[src/rtl/fetch_buffer.sv]
// fetch_buffer: compacting dual-issue instruction queue between fetch2 and decode.
// Up to two entries in and two entries out per cycle. A flush or reset empties the
// queue in one cycle. All outputs are driven from registered state only.
module fetch_buffer #(
    parameter  int DEPTH = 8,
    localparam int CW    = $clog2(DEPTH) + 1
) (
    input  logic          clock_i,
    input  logic          reset_i,
    input  logic [31:0]   inst0_i,
    input  logic [31:0]   inst1_i,
    input  logic          valid0_i,
    input  logic          valid1_i,
    input  logic          pred_1_i,
    input  logic [31:0]   pc_i,
    input  logic          branch_flush_i,
    input  logic [1:0]    deq_count_i,
    output logic          ready_o,
    output logic [31:0]   inst0_o,
    output logic [31:0]   inst1_o,
    output logic [31:0]   pc0_o,
    output logic [31:0]   pc1_o,
    output logic          pred0_o,
    output logic          pred1_o,
    output logic          valid0_o,
    output logic          valid1_o,
    output logic [CW-1:0] occupancy_o
);

    localparam int PW = $clog2(DEPTH);

    logic [31:0]   r_inst [DEPTH];
    logic [31:0]   r_pc   [DEPTH];
    logic          r_pred [DEPTH];
    logic [PW-1:0] r_head;
    logic [PW-1:0] r_tail;
    logic [CW-1:0] r_count;

    logic          w_ready;
    logic          w_enq;
    logic [1:0]    w_enq_n;
    logic [CW-1:0] w_enq_add;
    logic [1:0]    w_deq_req;
    logic [CW-1:0] w_deq_eff;
    logic [31:0]   w_pc_plus4;
    logic [PW-1:0] w_tail1;
    logic [PW-1:0] w_head1;
    logic [31:0]   w_wa_inst;
    logic [31:0]   w_wa_pc;
    logic          w_wa_pred;

    // Two free slots are always reserved, so an accepted pair can never overflow.
    assign w_ready    = (r_count <= CW'(DEPTH - 2));
    assign w_enq      = w_ready & ~branch_flush_i & ~reset_i;
    assign w_enq_n    = {1'b0, valid0_i} + {1'b0, valid1_i};
    assign w_enq_add  = w_enq ? CW'(w_enq_n) : '0;
    assign w_pc_plus4 = pc_i + 32'd4;
    assign w_tail1    = r_tail + PW'(1);
    assign w_head1    = r_head + PW'(1);

    // Clamp the dequeue request to 2 and to current occupancy; pick the entry for the tail slot.
    always_comb begin
        w_deq_req = (deq_count_i == 2'd3) ? 2'd2 : deq_count_i;
        w_deq_eff = (CW'(w_deq_req) > r_count) ? r_count : CW'(w_deq_req);
        if (valid0_i) begin
            w_wa_inst = inst0_i;
            w_wa_pc   = pc_i;
            w_wa_pred = 1'b0;
        end else begin
            w_wa_inst = inst1_i;
            w_wa_pc   = w_pc_plus4;
            w_wa_pred = pred_1_i;
        end
    end

    // Storage write: a lone valid slot compacts to tail; a full pair fills tail and tail+1.
    always_ff @(posedge clock_i) begin
        if (w_enq && (valid0_i || valid1_i)) begin
            r_inst[r_tail] <= w_wa_inst;
            r_pc[r_tail]   <= w_wa_pc;
            r_pred[r_tail] <= w_wa_pred;
            if (valid0_i && valid1_i) begin
                r_inst[w_tail1] <= inst1_i;
                r_pc[w_tail1]   <= w_pc_plus4;
                r_pred[w_tail1] <= pred_1_i;
            end
        end
    end

    // Pointer and occupancy update; flush and reset drop any same-cycle enqueue/dequeue.
    always_ff @(posedge clock_i) begin
        if (reset_i || branch_flush_i) begin
            r_head  <= '0;
            r_tail  <= '0;
            r_count <= '0;
        end else begin
            r_head  <= r_head + PW'(w_deq_eff);
            r_tail  <= r_tail + PW'(w_enq_add);
            r_count <= r_count + w_enq_add - w_deq_eff;
        end
    end

    assign ready_o     = w_ready;
    assign occupancy_o = r_count;
    assign valid0_o    = (r_count != '0);
    assign valid1_o    = (r_count >= CW'(2));
    assign inst0_o     = valid0_o ? r_inst[r_head]  : '0;
    assign pc0_o       = valid0_o ? r_pc[r_head]    : '0;
    assign pred0_o     = valid0_o ? r_pred[r_head]  : 1'b0;
    assign inst1_o     = valid1_o ? r_inst[w_head1] : '0;
    assign pc1_o       = valid1_o ? r_pc[w_head1]   : '0;
    assign pred1_o     = valid1_o ? r_pred[w_head1] : 1'b0;

endmodule
[config.mk]
export PLATFORM = sky130hd
export DESIGN_NAME = fetch_buffer
export DESIGN_NICKNAME = d
export VERILOG_FILES = /design/src/rtl/fetch_buffer.sv
export SDC_FILE = /design/constraint.sdc
export NUM_CORES = 1
export LEC_CHECK = 0
export ABC_AREA = 1
export CORE_MARGIN = 8
export CORE_UTILIZATION = 40
export CTS_BUF_LIST = sky130_fd_sc_hd__clkbuf_4
export DETAILED_ROUTE_END_ITERATION = 10
export MAX_ROUTING_LAYER = met4
export PLACE_DENSITY_LB_ADDON = 0.2
export REMOVE_ABC_BUFFERS = 1
export SYNTH_ARGS = -nofsm -noshare
export SYNTH_HDL_FRONTEND = slang
export SYNTH_SLANG_ARGS = --single-unit
[constraint.sdc]
create_clock -name clock_i -period 19.4 [get_ports clock_i]
set_input_delay 2.91 -clock clock_i [delete_from_list [all_inputs] [get_ports clock_i]]
set_output_delay 2.91 -clock clock_i [all_outputs]
set_load 0.02 [all_outputs]
Word-level counts from Yosys, hierarchy flattened --
Memories as Yosys holds them, arrays and structs flattened. A register that Yosys moved wholly into a read port is not among the register bits. Cells that the tools add are included.
Storage, ports and cells: register bits 10, memory bits (writable) 520, input port bits 104, output and inout port bits 137, word-level logic and storage cells 47, memories kept 3
Cells by class: add/sub/neg operators 8, order comparisons 3, equal/unequal tests 1, muxes and demuxes 20, bitwise operators 4, reductions and logical operators 5
Memories:
- r_inst | depth 8, width 32, rd ports 2, clocked after memory_dff 1, write ports 2, line 32 | logic [31:0] r_inst [DEPTH];
- r_pc | depth 8, width 32, rd ports 2, clocked after memory_dff 1, write ports 2, line 33 | logic [31:0] r_pc [DEPTH];
- r_pred | depth 8, width 1, rd ports 2, clocked after memory_dff 1, write ports 2, line 34 | logic r_pred [DEPTH];
Operators with widths (count):
- $mux 32 | 6
- $add 32x3->32 const B | 1
- $mux 3 | 3
- $mux 1 | 8
- $add 3x1->3 const B | 2
- $add 4x2->4 | 1
- $ge 4x2->1 const B | 1
- $gt 2x4->1 | 1
- $le 4x3->1 const B | 1
- $mux 2 | 2
- $mux 4 | 1
- $reduce_bool 4->1 | 1
- $sub 4x4->4 | 1
- $add 3x2->3 | 1
- $add 3x3->3 | 1
- $add 1x1->2 | 1
- $and 1x1->1 | 2
- $eq 2x2->1 const B | 1
- $logic_and 1x1->1 | 2
- $logic_or 1x1->1 | 2
- $not 1->1 | 2

Depth between registers and ports, before layout --
word-level depth 6, mapped depth 14, depth with buffers taken out 14

Worst setup path after synthesis --
No wires, ideal clock.
kind input to register, start point in valid0_i, end point mem r_inst[5][0] (enable), setup time 0.578 ns, arrival time 8.688 ns, data required time 18.822 ns, slack 10.135 ns, cell stages on the path 8, path buffers 3, cell sequence clkbuf_1 -> inv_2 -> buf_1 -> ha_1 -> nor2_8 -> buf_6 -> nand3_1 -> o21ai_0
RTL lines:
- start, declared | line 12 | input logic valid0_i,
- end, declared | line 32

Worst setup path in the final report --
start point reg r_head[0], end point out pc1_o[6]
On the way: word-level cells in the longest chain between the ends 3
RTL lines:
- start, declared | line 35 | logic [PW-1:0] r_head;
- start signal, assigned | line 97 | r_head <= r_head + PW'(w_deq_eff);
- $add 3x1->3 | line 59 | assign w_head1 = r_head + PW'(1);
- $mem_v2 8x32
- $mux 32 | line 111 | assign pc1_o = valid1_o ? r_pc[w_head1] : '0;
- end, declared | line 22 | output logic [31:0] pc1_o,
Every way passes these cells.

==> qor.csv <==
stage,metric,value,unit
status,run status,"finished, violations left",
status,failing checks,max-slew violations,
setup_path,"setup slack, reg-to-reg",14790,ps
power_and_ir_drop,Net Sw Power,2010,uW
setup_path,Worst path most repeated cell,buf_4,
setup_path,worst path arrival time,5250,ps
timing,Setup TNS Final,0,ps
die,number of placed I/O pins,241,
setup_path,CP Cell Sequence,ha_4 -> buf_4 -> buf_4 -> o21ai_0 -> o221ai_1 -> nand2_1 -> nor2_1 -> clkdlybuf4s50_1,
power_and_ir_drop,internal power,2580,uW
die,num rows,105,
grt,initial antenna violation count,1,
die,die area,0.0918,sq mm
synthesis,post-synth cell types,42,
setup_path,"Data required, critical path",16490,ps
route,ANT nets after route,0,
route,vias per inst,5.71,
layout,Finished Layout Cells,5513,
route,drc violations,0,
layout,Layout area overhead,14.0,%
grt,Total GRT Usage,26.3,%
placement,HPWL after detailed placement,66100,um
synthesis,synthesized cell area,0.0329,sq mm
clocking,cts-stage hold buffer count,0,
power_and_ir_drop,Leak Pwr,0.0143,uW
grt,total congestion overflow,0,
synthesis,post-synth top area cell,edfxtp_1,
clocking,H-tree Lvls,4,
grt,vias in the first global route,29600,
grt,first-pass GRT wire length,178000,um
timing,count of final hold-check violations,0,
placement,placed insts,5245,
clocking,root buf cell,clkbuf_4,
setup_path,CP startpoint,r_head[0],
clocking,setup bufs post-CTS,0,
setup_path,kind of critical path,reg -> out,
die,chip width,303,um
power_and_ir_drop,Seq pwr share,28.8,%
synthesis,"count leader, synth",o21ai_0,
synthesis,YS warnings,0,
layout,share of cells above drive strength 1,7.97,%
clocking,Clock Latency Late Sink,980,ps
setup_path,Worst setup SP type,flip-flop,
synthesis,Yosys top cell area share,47.4,%
setup_path,Worst Setup End Kind,output pin,
clocking,PostCTS Resize Cnt,0,
route,vias,31500,
setup_path,reg-to-reg endpoint,r_pc[4][9],
timing,Worst Tran Pin Value,1710,ps
synthesis,Post-synth ARST share,0,%
synthesis,Mapped Cells,4222,
die,core footprint,0.0818,sq mm
timing,Final min period,8160,ps
setup_path,slowest stage cell on the critical path,buf_4,
power_and_ir_drop,Clk pwr share,23.4,%
timing,Tcrit/Tclk final,42.0,%
min_path,Hold Crit Class,reg -> reg,
synthesis,most used flip-flop cell after synthesis,edfxtp_1,
route,drt wl/cell,22.0,um
synthesis,Synth Register Bits,530,
clocking,clock tree buffer depth,3,
clocking,CTS tree,yes,
layout,# nets final,4454,
timing,Slew headroom,-13.7,%
setup_path,r2r startpoint,r_tail[0],
synthesis,mean post-synth cell area,7.80,sq um
power_and_ir_drop,Peak VDD IR,0.0000958,V
clocking,"CTS clk-pin slew, worst paths",60,ps
route,"wirelength, routed",121000,um
timing,RSZ-0062 raised after global routing,false,
min_path,Worst Hold Launch,occupancy_o[2],
clocking,CTS Buf Count,153,
synthesis,Synth top cells by count,"o21ai_0, nand2_1, nor2_1",
timing,clock skew,49.2,ps
flow_run,MaxCap Viol Count,0,
setup_path,Worst Reg-to-Reg Cells,5,
power_and_ir_drop,Sw Share,43.7,%
route,Iteration-0 DRC Markers,3779,
setup_path,CP Capture Point,pc1_o[6],
setup_path,CP Max Fanout,84,
timing,Max Slew Vio Count,176,
timing,hold_ws,607,ps
synthesis,Post-synth EDFFs,520,
route,Initial DRT Pass Iterations,6,
timing,Setup Viol. Count Final,0,
clocking,CTS sink count,530,
die,Starting Density,40.2,%
synthesis,sequential area share after synthesis,48.0,%
synthesis,leading post-synthesis cells by cell area,"edfxtp_1, o21ai_0, nand2_1, nor2_1, a21oi_1",
placement,IO buf count,240,
placement,RD Place Congestion,0.867,
setup_path,critical path's largest stage delay,910,ps
die,Die H,303,um
grt,largest net degree at the start of global routing,307,
power_and_ir_drop,Gate power share,47.9,%
power_and_ir_drop,PwrDens,122,mW/mm^2
timing,fmax,123,MHz
## cells in the final DEF, fill, tap and decap left out, types with 4 or more instances in the layout
| cell type | synthesis | routed |
|---|---|---|
| a21oi_1 | 257 | 257 |
| nor2_2 | 8 | 8 |
| xor2_2 | 5 | 5 |
| nand4_4 | 5 | 6 |
| clkinv_1 | 5 | 28 |
| o21ai_4 | 0 | 9 |
| clkinv_2 | 0 | 7 |
| o21ai_1 | 162 | 162 |
| inv_2 | 6 | 9 |
| clkdlybuf4s50_1 | 0 | 239 |
| o21ai_2 | 7 | 7 |
| clkinvlp_4 | 0 | 6 |
| inv_1 | 213 | 210 |
| nand3_1 | 78 | 75 |
| nor2_1 | 755 | 755 |
| buf_4 | 21 | 39 |
| edfxtp_1 | 520 | 520 |
| nand3_4 | 1 | 6 |
| nand2_1 | 755 | 755 |
| clkbuf_4 | 0 | 223 |
| dfxtp_1 | 10 | 7 |
| nand2_2 | 5 | 5 |
| o22ai_1 | 62 | 62 |
| a31oi_1 | 4 | 4 |
| ha_1 | 16 | 15 |
| fa_1 | 4 | 4 |
| o221ai_1 | 65 | 65 |
| o21ai_0 | 916 | 907 |
| nand3b_1 | 4 | 4 |
| xor2_1 | 6 | 6 |
## critical path, delay by kind of cell, from the launching register on
kind / cells / cell delay (ps)
buffers and inverters: 3 / 2340
adder cells (fa/ha/maj): 1 / 670
AND/OR/NAND/NOR: 2 / 410
flip-flops: 1 / 400
AO/OA/AOI/OAI: 2 / 400
## state kept, by name, summed over array words and instances, names as in the netlist
name and cells:
occupancy_o 4, r_head 3, r_inst 256, r_pc 256, r_pred 8, r_tail 3
## kinds of logic after synthesis
logic type,after synthesis,synth area share (%)
flip-flops,530,48.0
AO/OA/AOI/OAI,1478,23.6
AND/OR/NAND/NOR,1629,19.6
adder cells (fa/ha/maj),20,0.851
XOR/XNOR,13,0.460
buffers and inverters,552,7.46
## metrics by stage
stage	area [sq um]	power [uW]	worst slack (ps)	util (%)
2_1_floorplan	31300	2650	-392	-
3_3_place_gp	35600	3510	11870	43.5
3_5_place_dp	35600	3520	11690	43.5
4_1_cts	37500	4600	11160	45.9
5_1_grt	37500	4850	11000	45.9
6_report	37500	4590	11240	45.9
## per-layer routing
| metal | share of wire (%) | GRT usage [%] | vias up |
|---|---|---|---|
| met1 | 40 | 33.3 | 14700 |
| li1 | - | - | 14900 |
| met3 | 10 | 4.80 | 264 |
| met5 | 0 | - | - |
| met4 | 2.6 | 8.92 | 0 |
| met2 | 47 | 42.3 | 1672 |
## worst min path at each step
| stage | endpoint | slack (ps) | cells past startpoint |
|---|---|---|---|
| after floorplan | r_tail[2] | 560 | 2 |
| after global placement | r_head[2] | 590 | 2 |
| after detailed placement | r_head[2] | 580 | 2 |
| after CTS | r_head[2] | 600 | 2 |
| after global routing | r_head[2] | 630 | 2 |
| final | r_head[2] | 610 | 2 |
## power by group through the flow
stage	clock (uW)	combinational, uW	sequential, uW
2_1_floorplan	0	1250	1400
5_1_grt	1150	2380	1320
3_3_place_gp	0	2160	1340
3_5_place_dp	0	2180	1340
4_1_cts	1090	2190	1320
6_report	1070	2200	1320
## layout make-up
cell class                 count  area, sq um
sequential                   530        15800
timing repair buffer         281         2750
tap                         1070         1340
multi-input combinational   3140        14800
antenna                        2         5.00
inverter                     224          850
clock buffer                 223         1670
clock inverter                43          264
fill                        8071        44300
Note: power is estimated with default switching activity, not from simulation.
